[src/rtl/arb_pkg.sv]
// -----------------------------------------------------------------------------
// arb_pkg
// Shared definitions for the eight-way round-robin arbiter slice.
//   NUM_REQ     : number of requesters (8)
//   IDX_W       : width of a requester index / priority pointer (3)
//   HOLD_W      : width of the grant hold counter (8)
//   arb_state_t : arbiter FSM states (IDLE, GRANT)
// -----------------------------------------------------------------------------
package arb_pkg;

    localparam int NUM_REQ = 8;
    localparam int IDX_W   = 3;
    localparam int HOLD_W  = 8;

    typedef enum logic {
        IDLE  = 1'b0,
        GRANT = 1'b1
    } arb_state_t;

endpackage

[src/rtl/rr_pick8.sv]
// -----------------------------------------------------------------------------
// rr_pick8
// Combinational rotating-priority encoder. Scans the request vector starting
// at the priority pointer and wrapping modulo 8, returning the first set bit.
// Ports:
//   req [7:0] : request vector, bit i = requester i
//   ptr [2:0] : index that currently has highest priority
//   any       : at least one request bit is set
//   idx [2:0] : first requesting index at or after ptr (mod 8); 0 when !any
// -----------------------------------------------------------------------------
module rr_pick8
    import arb_pkg::*;
(
    input  logic [NUM_REQ-1:0] req,
    input  logic [IDX_W-1:0]   ptr,
    output logic               any,
    output logic [IDX_W-1:0]   idx
);

    logic [IDX_W-1:0] cand;
    logic             found;

    // The 3-bit add wraps naturally, so cand walks ptr, ptr+1, ..., ptr-1.
    always_comb begin
        any   = |req;
        idx   = '0;
        found = 1'b0;
        cand  = ptr;
        for (int k = 0; k < NUM_REQ; k++) begin
            cand = ptr + IDX_W'(k);
            if (!found && req[cand]) begin
                idx   = cand;
                found = 1'b1;
            end
        end
    end

endmodule

[src/rtl/rr_arb8_sel.sv]
// -----------------------------------------------------------------------------
// rr_arb8_sel
// Eight-way round-robin arbiter producing a registered 3-bit grant index plus
// valid, intended to drive the select of a 3-to-8 one-hot decoder. A grant is
// held until the owner pulses done or, when MAX_HOLD is non-zero, until it has
// been held for MAX_HOLD cycles. Priority then rotates to the index after the
// released owner.
// Parameters:
//   MAX_HOLD  : cycles before a forced release (0 disables, legal 0..255)
// Ports:
//   clk       : rising-edge clock
//   rst_n     : asynchronous active-low reset
//   req [7:0] : request vector, sampled only while idle
//   done      : release pulse from the current owner, ignored while idle
//   gnt_valid : a grant is active
//   gnt_idx   : granted requester index (kept after release)
//   timeout   : one-cycle pulse coincident with a forced release
// -----------------------------------------------------------------------------
module rr_arb8_sel
    import arb_pkg::*;
#(
    parameter int MAX_HOLD = 16
) (
    input  logic               clk,
    input  logic               rst_n,
    input  logic [NUM_REQ-1:0] req,
    input  logic               done,
    output logic               gnt_valid,
    output logic [IDX_W-1:0]   gnt_idx,
    output logic               timeout
);

    // With MAX_HOLD = 0 the limit value is meaningless; TIMEOUT_EN masks it.
    localparam logic              TIMEOUT_EN = (MAX_HOLD != 0);
    localparam logic [HOLD_W-1:0] HOLD_LAST  = HOLD_W'(MAX_HOLD - 1);
    localparam logic [HOLD_W-1:0] HOLD_SAT   = '1;

    arb_state_t        state;
    logic [IDX_W-1:0]  ptr;
    logic [HOLD_W-1:0] hold_cnt;

    logic              pick_any;
    logic [IDX_W-1:0]  pick_idx;

    rr_pick8 u_pick (
        .req (req),
        .ptr (ptr),
        .any (pick_any),
        .idx (pick_idx)
    );

    // Single FSM block: all outputs are registered here. done takes priority
    // over the hold limit, so a coincident done suppresses the timeout pulse.
    // The hold counter saturates so a disabled timeout never wraps it.
    always_ff @(posedge clk or negedge rst_n) begin
        if (!rst_n) begin
            state     <= IDLE;
            ptr       <= '0;
            hold_cnt  <= '0;
            gnt_valid <= 1'b0;
            gnt_idx   <= '0;
            timeout   <= 1'b0;
        end else begin
            timeout <= 1'b0;
            case (state)
                IDLE: begin
                    if (pick_any) begin
                        gnt_idx   <= pick_idx;
                        gnt_valid <= 1'b1;
                        hold_cnt  <= '0;
                        state     <= GRANT;
                    end
                end
                GRANT: begin
                    if (done) begin
                        state     <= IDLE;
                        gnt_valid <= 1'b0;
                        ptr       <= gnt_idx + IDX_W'(1);
                    end else if (TIMEOUT_EN && (hold_cnt == HOLD_LAST)) begin
                        state     <= IDLE;
                        gnt_valid <= 1'b0;
                        ptr       <= gnt_idx + IDX_W'(1);
                        timeout   <= 1'b1;
                    end else if (hold_cnt != HOLD_SAT) begin
                        hold_cnt <= hold_cnt + HOLD_W'(1);
                    end
                end
                default: begin
                    state     <= IDLE;
                    gnt_valid <= 1'b0;
                end
            endcase
        end
    end

endmodule

[config.mk]
export PLATFORM = sky130hd
export DESIGN_NAME = rr_arb8_sel
export DESIGN_NICKNAME = d
export VERILOG_FILES = /design/src/rtl/arb_pkg.sv /design/src/rtl/rr_pick8.sv /design/src/rtl/rr_arb8_sel.sv
export SDC_FILE = /design/constraint.sdc
export NUM_CORES = 1
export LEC_CHECK = 0
export CAP_MARGIN = 20
export CORE_UTILIZATION = 52
export CTS_CLUSTER_SIZE = 40
export DETAILED_ROUTE_END_ITERATION = 6
export GPL_TIMING_DRIVEN = 0
export PLACE_DENSITY = 0.76
export SETUP_SLACK_MARGIN = 0.15
export SYNTH_ARGS = -nofsm -noshare
export SYNTH_HDL_FRONTEND = slang
export SYNTH_SLANG_ARGS = --single-unit
[constraint.sdc]
create_clock -name clk -period 2.8 [get_ports clk]
set_clock_uncertainty 0.2 [all_clocks]
set_input_delay 0.42 -clock clk [delete_from_list [all_inputs] [get_ports clk]]
set_output_delay 0.42 -clock clk [all_outputs]
set_load 0.02 [all_outputs]
---- Yosys cells after proc, flatten, opt, wreduce, memory -nomap -nowiden ----
Cells that the tools add are included.
W data, S select, Z words.
cells by class
  equal/unequal tests ..................... 7
  add/sub/neg operators ................... 9
  bitwise gates (word level) .............. 1
  divide/modulo/power cells ............... 0
  muxes and demuxes ....................... 49
  reductions and logical operators ........ 20
  order comparisons ....................... 8
  multipliers ............................. 0
  shifts and indexed selects .............. 0
operators by type and width
  kind                   count
  $lt A3 B4 Y1 const B   8
  $mux W8                4
  $mux W3                10
  $bmux W1 S3            8
  $mux W1                24
  $pmux W8 S2            1
  $add A3 B3 Y3 const B  4
  $add A8 B1 Y8 const B  1
  $eq A8 B4 Y1 const B   1
  $ne A8 B8 Y1 const B   1
  $reduce_or A8 Y1       1
  $logic_and A1 B1 Y1    7
  $logic_not A1 Y1       7
  $add A3 B1 Y3 const B  2
  $add A3 B2 Y3 const B  2
  $ne A2 B2 Y1 const B   3
  $reduce_and A2 Y1      3
  $pmux W1 S2            2
  $reduce_and A4 Y1      1
  $ne A3 B2 Y1 const B   1
  $ne A2 B1 Y1 const B   1
  $reduce_bool A2 Y1     1
  $not A1 Y1             1
word-level totals
  bits in registers ....................... 17
  input bits .............................. 11
  bits in read-only memories .............. 0
  memories ................................ 0
  output and inout bits ................... 5
  logic and storage cells ................. 100
  latch bits .............................. 0
  memory bits (writable) .................. 0

---- Longest topological paths before layout ----
Gate-level depths: netlist (run 1).
  depth in word-level cells ............... 24
  depth in mapped cells ................... 11

---- Cells and area by module ----
A second synthesis (run 1) with hierarchy kept.
second synthesis, totals
  cells, all modules ...................... 173
  area, all modules ....................... 1,746.7 µm²
by module, submodules not included
  module       instances  area an instance (µm²)  seq. area each (µm²)  cells an instance
  rr_pick8     1          887.1                   0.0                   94
  rr_arb8_sel  1          859.6                   425.4                 79

---- Worst setup path before layout (run 1) ----
OpenSTA, ideal clock, no wires.
  path kind ............................... reg-to-reg
  start ................................... reg ptr[1]
  end ..................................... reg gnt_idx[1]
  data arrival time ....................... 2,664 ps
  library setup time ...................... 77 ps
  cell stages (with the launch flop) ...... 10
  slack ................................... -141 ps
  period minus slack after synthesis ...... 2,941 ps
  path through ............................ dfrtp_1 clkinv_1 ha_1 buf_6 mux4_2 mux2i_2 nor3_1 o31a_1 or3_1 a21oi_1
on the way
  longest elaborated chain between the ends .. 24
RTL lines
  item                                                    RTL line           RTL
  start, declared                                         rr_arb8_sel.sv:39  logic [IDX_W-1:0] ptr;
  start signal, assigned                                  rr_arb8_sel.sv:78  ptr <= gnt_idx + IDX_W'(1);
  start signal, assigned                                  rr_arb8_sel.sv:82  ptr <= gnt_idx + IDX_W'(1);
  branches (longest 23 deep; another with $add A3 B1 Y3)  -
  $mux W3 *                                               rr_pick8.sv:31     if (!found && req[cand]) begin
  end signal, assigned                                    rr_arb8_sel.sv:68  gnt_idx <= pick_idx;
  end, declared                                           rr_arb8_sel.sv:29  output logic [IDX_W-1:0] gnt_idx,
Mark *: on every way between the ends. The select of a mux whose other input is x is not followed.
A chain may end at the register's enable or synchronous reset.

---- Worst setup path in the final report (run 1) ----
  start ................................... reg ptr[0]
  end ..................................... reg gnt_idx[2]
The elaborated chain is that of the path after synthesis.

==> key figures, run 1 <==
Critical path
  – Critical Path End Type: register
  – Req. time, crit path: 2.82 ns
  – Arr. time, crit path: about 2.9 ns
  – Reg2reg start: ptr[0]
  – R2r setup slk: -0.10 ns
  – Critical path launch point type: register
  – FF-to-FF End: gnt_idx[2]
  – Worst Reg2Reg Path Length in Cells: 12
  – CP Class: register to register
  – CP max FO: 4

Floorplanning
  – Num ports: 16
  – Die height: approximately 60 um
  – Initial Utilization: 0.562
  – Die extent in x: ~60 um
  – Die ar.: between 3000 and 4000 um2
  – Core Region: around 3100 um2
  – Core Rows: 20

Global routing
  – Global-route wire length before repair: about 8.2 mm
  – Vias in the first global route: about 1,700
  – Gr usage total: 0.302
  – M2 GR Usage: 0.458
  – Largest net degree at the start of global routing: 18
  – Initial antenna violation count: 0
  – GRT Residual Overflow: 0
  – M3 GR Usage: 0.0368
  – Grt peak-use layer: met2
  – GR Layer Usage met1: 0.447

Synthesis
  – Most frequent cell after synthesis: nand2_1
  – Register area share after synthesis: 0.242
  – Synth top cells by count: nand2_1, dfrtp_1, nor2_1
  – Post-synth EDFFs: 0
  – Synth top area cells: dfrtp_1, mux4_2, mux2_2, mux2i_1, nand2_1
  – Yosys top cell by area: dfrtp_1
  – Mean area per synthesized cell: a little over 9 um2
  – Cells after synthesis: a little under 200
  – Synthesized cell area: around 1800 um2
  – Yosys reg bits: 17
  – Unique masters post-synth: 54
  – Syn nets: 208
  – Top-area cell type share of the netlist area: 0.242
  – Async S/R FF share, synth: 1.00
  – Primary FF master, synth: dfrtp_1
  – Yosys warns: 0

STA
  – Setup Viol. Count Final: 3
  – Fmax: between 300 and 400 MHz
  – Crit path time final: around 2.9 ns
  – Slew @ Worst Pin: approximately 0.73 ns
  – Setup slack after layout: -0.100 ns
  – Final period utilization: 1.04
  – Hold Vio Cnt, Final: 0
  – Setup Total Neg Slack: -0.245 ns
  – RSZ-0062 raised after global routing: yes
  – Pins over their slew limit: 0
  – Worst relative slew slack: 0.510

Power
  – Peak supply drop: about 850 uV
  – P_leak: 0.915 nW
  – Pwr dens: 1440 nW/um2
  – Total power: 3.31 mW

Clock tree
  – CTS max path bufs: 2
  – Root Driver: clkbuf_4
  – CTS Sinks: 17
  – CTS Buf Count: 3
  – CTS tree: built
  – Clk slew on worst S/H paths: about 0.11 ns
  – # H-tree levels: 1
  – Clk_lat worst skew: 0.30 ns
  – CTS Hold Buffers Added: 0

Placement
  – GP Congestion: between 0.9 and 1
  – DP HPWL: ~3.4 mm
  – Placed cell area: slightly above 2000 um2
  – PortBufs: 15
  – Placed Instances: ~250

Min path
  – Hold wc startpoint: hold_cnt[0]
  – Worst hold path depth: 1
  – Worst-case hold path end point: hold_cnt[0]
  – Worst hold-check path type: register to register

Run
  – Max_cap viols: 0

Routing
  – Post-DRT Antenna Nets: 0
  – DRT Wirelength: around 5.1 mm
  – 1st-iter DRT viols: about 200
  – Average wire per standard cell: approximately 19 um
  – First-pass DRT Iterations: 5
  – Vias per inst: 6.59
  – Post-route DRC violation count: 0
  – Via Count: about 1,800

Final layout
  – Core Util, Final: 0.733
  – Antenna cells: 0
  – Final std cells w/o fill: around 270
  – Synthesis-to-finish area growth: 30.4%
  – Final #Nets: about 250
  – Share of post-route cells with drive strength above 1: 0.288
  – Final instance area: around 2300 um2
  – Filler cells: around 220

Outcome
  – Failing checks: setup timing
  – Status: complete, but fails checks
==> flip-flops by register name (all words and copies together), names as in the netlist <==
name / flops
gnt_idx: 3
state: 1
hold_cnt: 8
ptr: 3
timeout: 1
gnt_valid: 1
==> cells by family after synthesis <==
logic type,share of synthesized area
buffers and inverters,0.0491
AOI/OAI and AO/OA,0.214
DFF,0.242
and+or+nand+nor,0.179
muxes,0.252
xor gates and xnor gates,0.0349
adders and majority gates,0.0285
==> power by group <==
group | internal [mW] | total (mW) | switching [mW]
combinational | 1.36 | 2.79 | 1.42
clock | 0.0533 | 0.134 | 0.0810
sequential | 0.324 | 0.391 | 0.0666
total | 1.74 | 3.31 | 1.57
==> through the flow <==
step	hold WS [ns]	worst slack (ns)
after global routing	0.340	-0.190
after CTS	0.316	-0.0475
after global placement	0.281	-0.297
final	0.314	-0.100
after floorplan	-0.0756	-0.0223
after detailed placement	0.302	-0.325
==> critical path: stages, from the launching register on <==
cell and delay [ns]:
dfrtp_1 0.38, buf_6 0.11, clkinvlp_4 0.11, ha_4 0.26
buf_12 0.13, buf_16 0.12, buf_6 0.11, mux2i_1 0.12
mux4_2 0.56, o2111a_1 0.19, o211a_1 0.16, o21a_1 0.18
o31ai_2 0.20
==> placed cells by master, fill, tap and decap left out, drive strengths merged, types with 5 or more instances in the layout <==
cell / instances
nand3: 8
clkbuf: 7
xor2: 5
clkdlybuf4s50: 14
o21ai: 8
nand2: 21
dfrtp: 17
mux2i: 12
nor2: 16
a21oi: 10
mux2: 12
mux4: 8
buf: 23
==> worst max-delay path by stage <==
stage / startpoint / endpoint / slack, ns
floorplan: ptr[0] / gnt_idx[1] / -0.02
global placement: ptr[1] / gnt_idx[2] / -0.30
detailed placement: req[4] / hold_cnt[7] / -0.32
CTS: ptr[0] / gnt_idx[0] / -0.05
global route: ptr[0] / gnt_idx[2] / -0.19
finish: ptr[0] / gnt_idx[2] / -0.10
==> layer usage <==
layer  vias up  share of wire
met3        11          0.090
met4         0          0.013
met2       116           0.47
met1       856           0.43
li1        815              -
met5         -              0
==> final cells by class <==
| cell class | count | area (um2) | area share |
|---|---|---|---|
| plain buffers | 10 | 70.1 | 0.0306 |
| inverters | 6 | 31.3 | 0.0136 |
| repair buffers | 32 | 317 | 0.138 |
| clock buffers | 3 | 22.5 | 0.00983 |
| flip-flops and latches | 17 | 427 | 0.186 |
| well taps | 44 | 55.1 | 0.0240 |
| multi-input cells | 160 | 1370 | 0.596 |
| clock inverters | 1 | 5.00 | 0.00218 |
==> what timing repair did <==
action	CTS	global route
cloned	1	0
resized for setup	11	11
setup buffers	13	3
setup endpoints to repair	4	4
pin swaps	8	8
(Power assumes the default switching activity.)
==> run 2, diff against run 1 <==
--- a/config.mk
+++ b/config.mk
@@ -11,6 +11,7 @@
 export DETAILED_ROUTE_END_ITERATION = 6
 export GPL_TIMING_DRIVEN = 0
 export PLACE_DENSITY = 0.76
+export RECOVER_POWER = 100
 export SETUP_SLACK_MARGIN = 0.15
 export SYNTH_ARGS = -nofsm -noshare
 export SYNTH_HDL_FRONTEND = slang
==> key figures, run 2 (same netlist as run 1, synthesis figures left out) <==
Routing
  – Via Count: 1,798 (unchanged)
  – Post-route DRC violation count: 0 (unchanged)
  – Average wire per standard cell: 18.7 um (was 18.8 um)
  – Vias per inst: 6.59 (unchanged)
  – Post-DRT Antenna Nets: 0 (unchanged)
  – First-pass DRT Iterations: 5 (unchanged)
  – DRT Wirelength: 5.12 mm (was 5.14 mm)
  – 1st-iter DRT viols: 199 (unchanged)

Critical path
  – Critical Path End Type: register (unchanged)
  – FF-to-FF End: gnt_idx[2] (unchanged)
  – CP Class: register to register (unchanged)
  – CP max FO: 4 (unchanged)
  – Req. time, crit path: 2.82 ns (about the same)
  – R2r setup slk: -0.10 ns (about the same)
  – Critical path launch point type: register (unchanged)
  – Arr. time, crit path: 2.93 ns (was 2.92 ns)
  – Worst Reg2Reg Path Length in Cells: 12 (unchanged)
  – Reg2reg start: ptr[0] (unchanged)

Global routing
  – M2 GR Usage: 0.458 (unchanged)
  – GRT Residual Overflow: 0 (unchanged)
  – Gr usage total: 0.302 (unchanged)
  – GR Layer Usage met1: 0.447 (unchanged)
  – Global-route wire length before repair: 8.17 mm (unchanged)
  – Largest net degree at the start of global routing: 18 (unchanged)
  – Vias in the first global route: 1,695 (unchanged)
  – Grt peak-use layer: met2 (unchanged)
  – Initial antenna violation count: 0 (unchanged)
  – M3 GR Usage: 0.0368 (unchanged)

Floorplanning
  – Die ar.: 3620 um2 (unchanged)
  – Core Rows: 20 (unchanged)
  – Initial Utilization: 0.562 (unchanged)
  – Die extent in x: 60.1 um (unchanged)
  – Die height: 60.1 um (unchanged)
  – Num ports: 16 (unchanged)
  – Core Region: 3130 um2 (unchanged)

Final layout
  – Synthesis-to-finish area growth: 30.4% (unchanged)
  – Biggest register: hold_cnt (unchanged)
  – Final #Nets: 245 (unchanged)
  – Share of post-route cells with drive strength above 1: 0.288 (unchanged)
  – Number of flip-flops in the largest register: 8 (unchanged)
  – Commonest non-fill, non-tap cell in the layout: nand2_1 (unchanged)
  – Multi-input combinational cell area: 1370 um2 (unchanged)
  – Largest regs: hold_cnt (8), gnt_idx (3), ptr (3) (unchanged)
  – Antenna cells: 0 (unchanged)
  – Commonest cells after routing, fill and taps aside: nand2_1, nor2_1, dfrtp_1, buf_4, mux2_2 (was nand2_1, nor2_1, dfrtp_1, buf_4, clkdlybuf4s50_1)
  – Filler cells: 221 (unchanged)
  – Register area: 427 um2 (unchanged)

STA
  – Worst hold margin: 0.314 ns (about the same)
  – Pins over their slew limit: 0 (unchanged)
  – Slew @ Worst Pin: 0.738 ns (was 0.733 ns)
  – Hold Vio Cnt, Final: 0 (unchanged)
  – Final period utilization: 1.04 (about the same)
  – Setup Viol. Count Final: 3 (unchanged)
  – Setup slack after layout: -0.102 ns (was -0.100 ns)
  – Crit path time final: 2.90 ns (about the same)
  – Fmax: 345 MHz (about the same)
  – RSZ-0062 raised after global routing: yes (unchanged)
  – Worst relative slew slack: 0.506 (was 0.510)

Clock tree
  – CTS Hold Buffers Added: 0 (unchanged)
  – Clk_lat worst skew: 0.30 ns (about the same)
  – CTS tree: built (unchanged)
  – # H-tree levels: 1 (unchanged)
  – CTS max path bufs: 2 (unchanged)
  – CTS Buf Count: 3 (unchanged)
  – Clk slew on worst S/H paths: 0.11 ns (about the same)
  – Root Driver: clkbuf_4 (unchanged)
  – CTS Sinks: 17 (unchanged)

Power
  – Peak supply drop: 848 uV (was 846 uV)
  – Pwr dens: 1440 nW/um2 (about the same)
  – P_leak: 0.920 nW (was 0.915 nW)

Placement
  – DP HPWL: 3.43 mm (unchanged)
  – PortBufs: 15 (unchanged)
  – GP Congestion: 0.980 (unchanged)
  – Dpl ws: -0.325 ns (unchanged)

Min path
  – Hold wc startpoint: hold_cnt[0] (unchanged)
  – Worst hold-check path type: register to register (unchanged)
  – Worst hold path depth: 1 (unchanged)
  – Worst-case hold path end point: hold_cnt[0] (unchanged)

Outcome
  – Failing checks: setup timing (unchanged)
  – Status: complete, but fails checks (unchanged)

Run
  – Max_cap viols: 0 (unchanged)
-- run 2: per-stage QoR --
stage / setup TNS, ns / total power, mW / utilization / area (um2) / std cells
5_1_grt: -0.483 / 3.48 / 0.733 / 2290 / 273
6_report: -0.258 / 3.30 / 0.733 / 2290 / 273
4_1_cts: -0.136 / 3.08 / 0.708 / 2210 / 270
2_1_floorplan: -0.0223 / 2.03 / - / 1810 / 193
3_3_place_gp: -1.04 / 2.45 / 0.644 / 2010 / 252
3_5_place_dp: -1.25 / 2.49 / 0.644 / 2010 / 252
-- run 2: worst max-delay path by stage --
stage / start / end / slack (ns) / cells after the start
after floorplan: ptr[0] / gnt_idx[1] / -0.02 / 10
after global placement: ptr[1] / gnt_idx[2] / -0.30 / 10
after detailed placement: req[4] / hold_cnt[7] / -0.32 / 7
after CTS: ptr[0] / gnt_idx[0] / -0.05 / 10
after global routing: ptr[0] / gnt_idx[2] / -0.19 / 10
final: ptr[0] / gnt_idx[2] / -0.10 / 12
-- run 2: area by class of cell --
| class | count | share of cell area |
|---|---|---|
| Timing Repair Buffer | 32 | 0.138 |
| Sequential cell | 17 | 0.186 |
| Multi-Input combinational cell | 160 | 0.596 |
| Clock buffer | 3 | 0.00983 |
| Tap cell | 44 | 0.0240 |
| Clock inverter | 1 | 0.00218 |
| Inverter | 6 | 0.0136 |
| Buffer | 10 | 0.0306 |
-- run 2: repair_timing --
action	in CTS	in global routing
hold endpoints to repair	0	0
cloned	1	0
endpoints found under the setup margin	4	4
resized for setup	11	11
buffers inserted	13	3
pin swaps	8	8
-- run 2: report_power, final --
group          internal [mW]  switching, mW
Combinational           1.35           1.42
Sequential             0.324         0.0646
Clock                 0.0533         0.0811
Total                   1.73           1.57
-- run 2: worst max-delay path, cell delays in order, from the launching register on --
cell and delay, ns:
dfrtp_1 0.38, buf_6 0.11, clkinvlp_4 0.12, ha_4 0.26, buf_12 0.13, buf_16 0.12, buf_6 0.11, mux2i_1 0.12
mux4_2 0.56, o2111a_1 0.19, o211a_1 0.16, o21a_1 0.18, o31ai_2 0.20
-- run 2: metal layers --
| layer | routed length [um] | vias to the layer above | part of all wire |
|---|---|---|---|
| met5 | 0 | - | 0 |
| met4 | 95 | 0 | 0.019 |
| met3 | 444 | 19 | 0.087 |
| met2 | 2360 | 110 | 0.46 |
| met1 | 2220 | 857 | 0.43 |
| li1 | - | 812 | - |
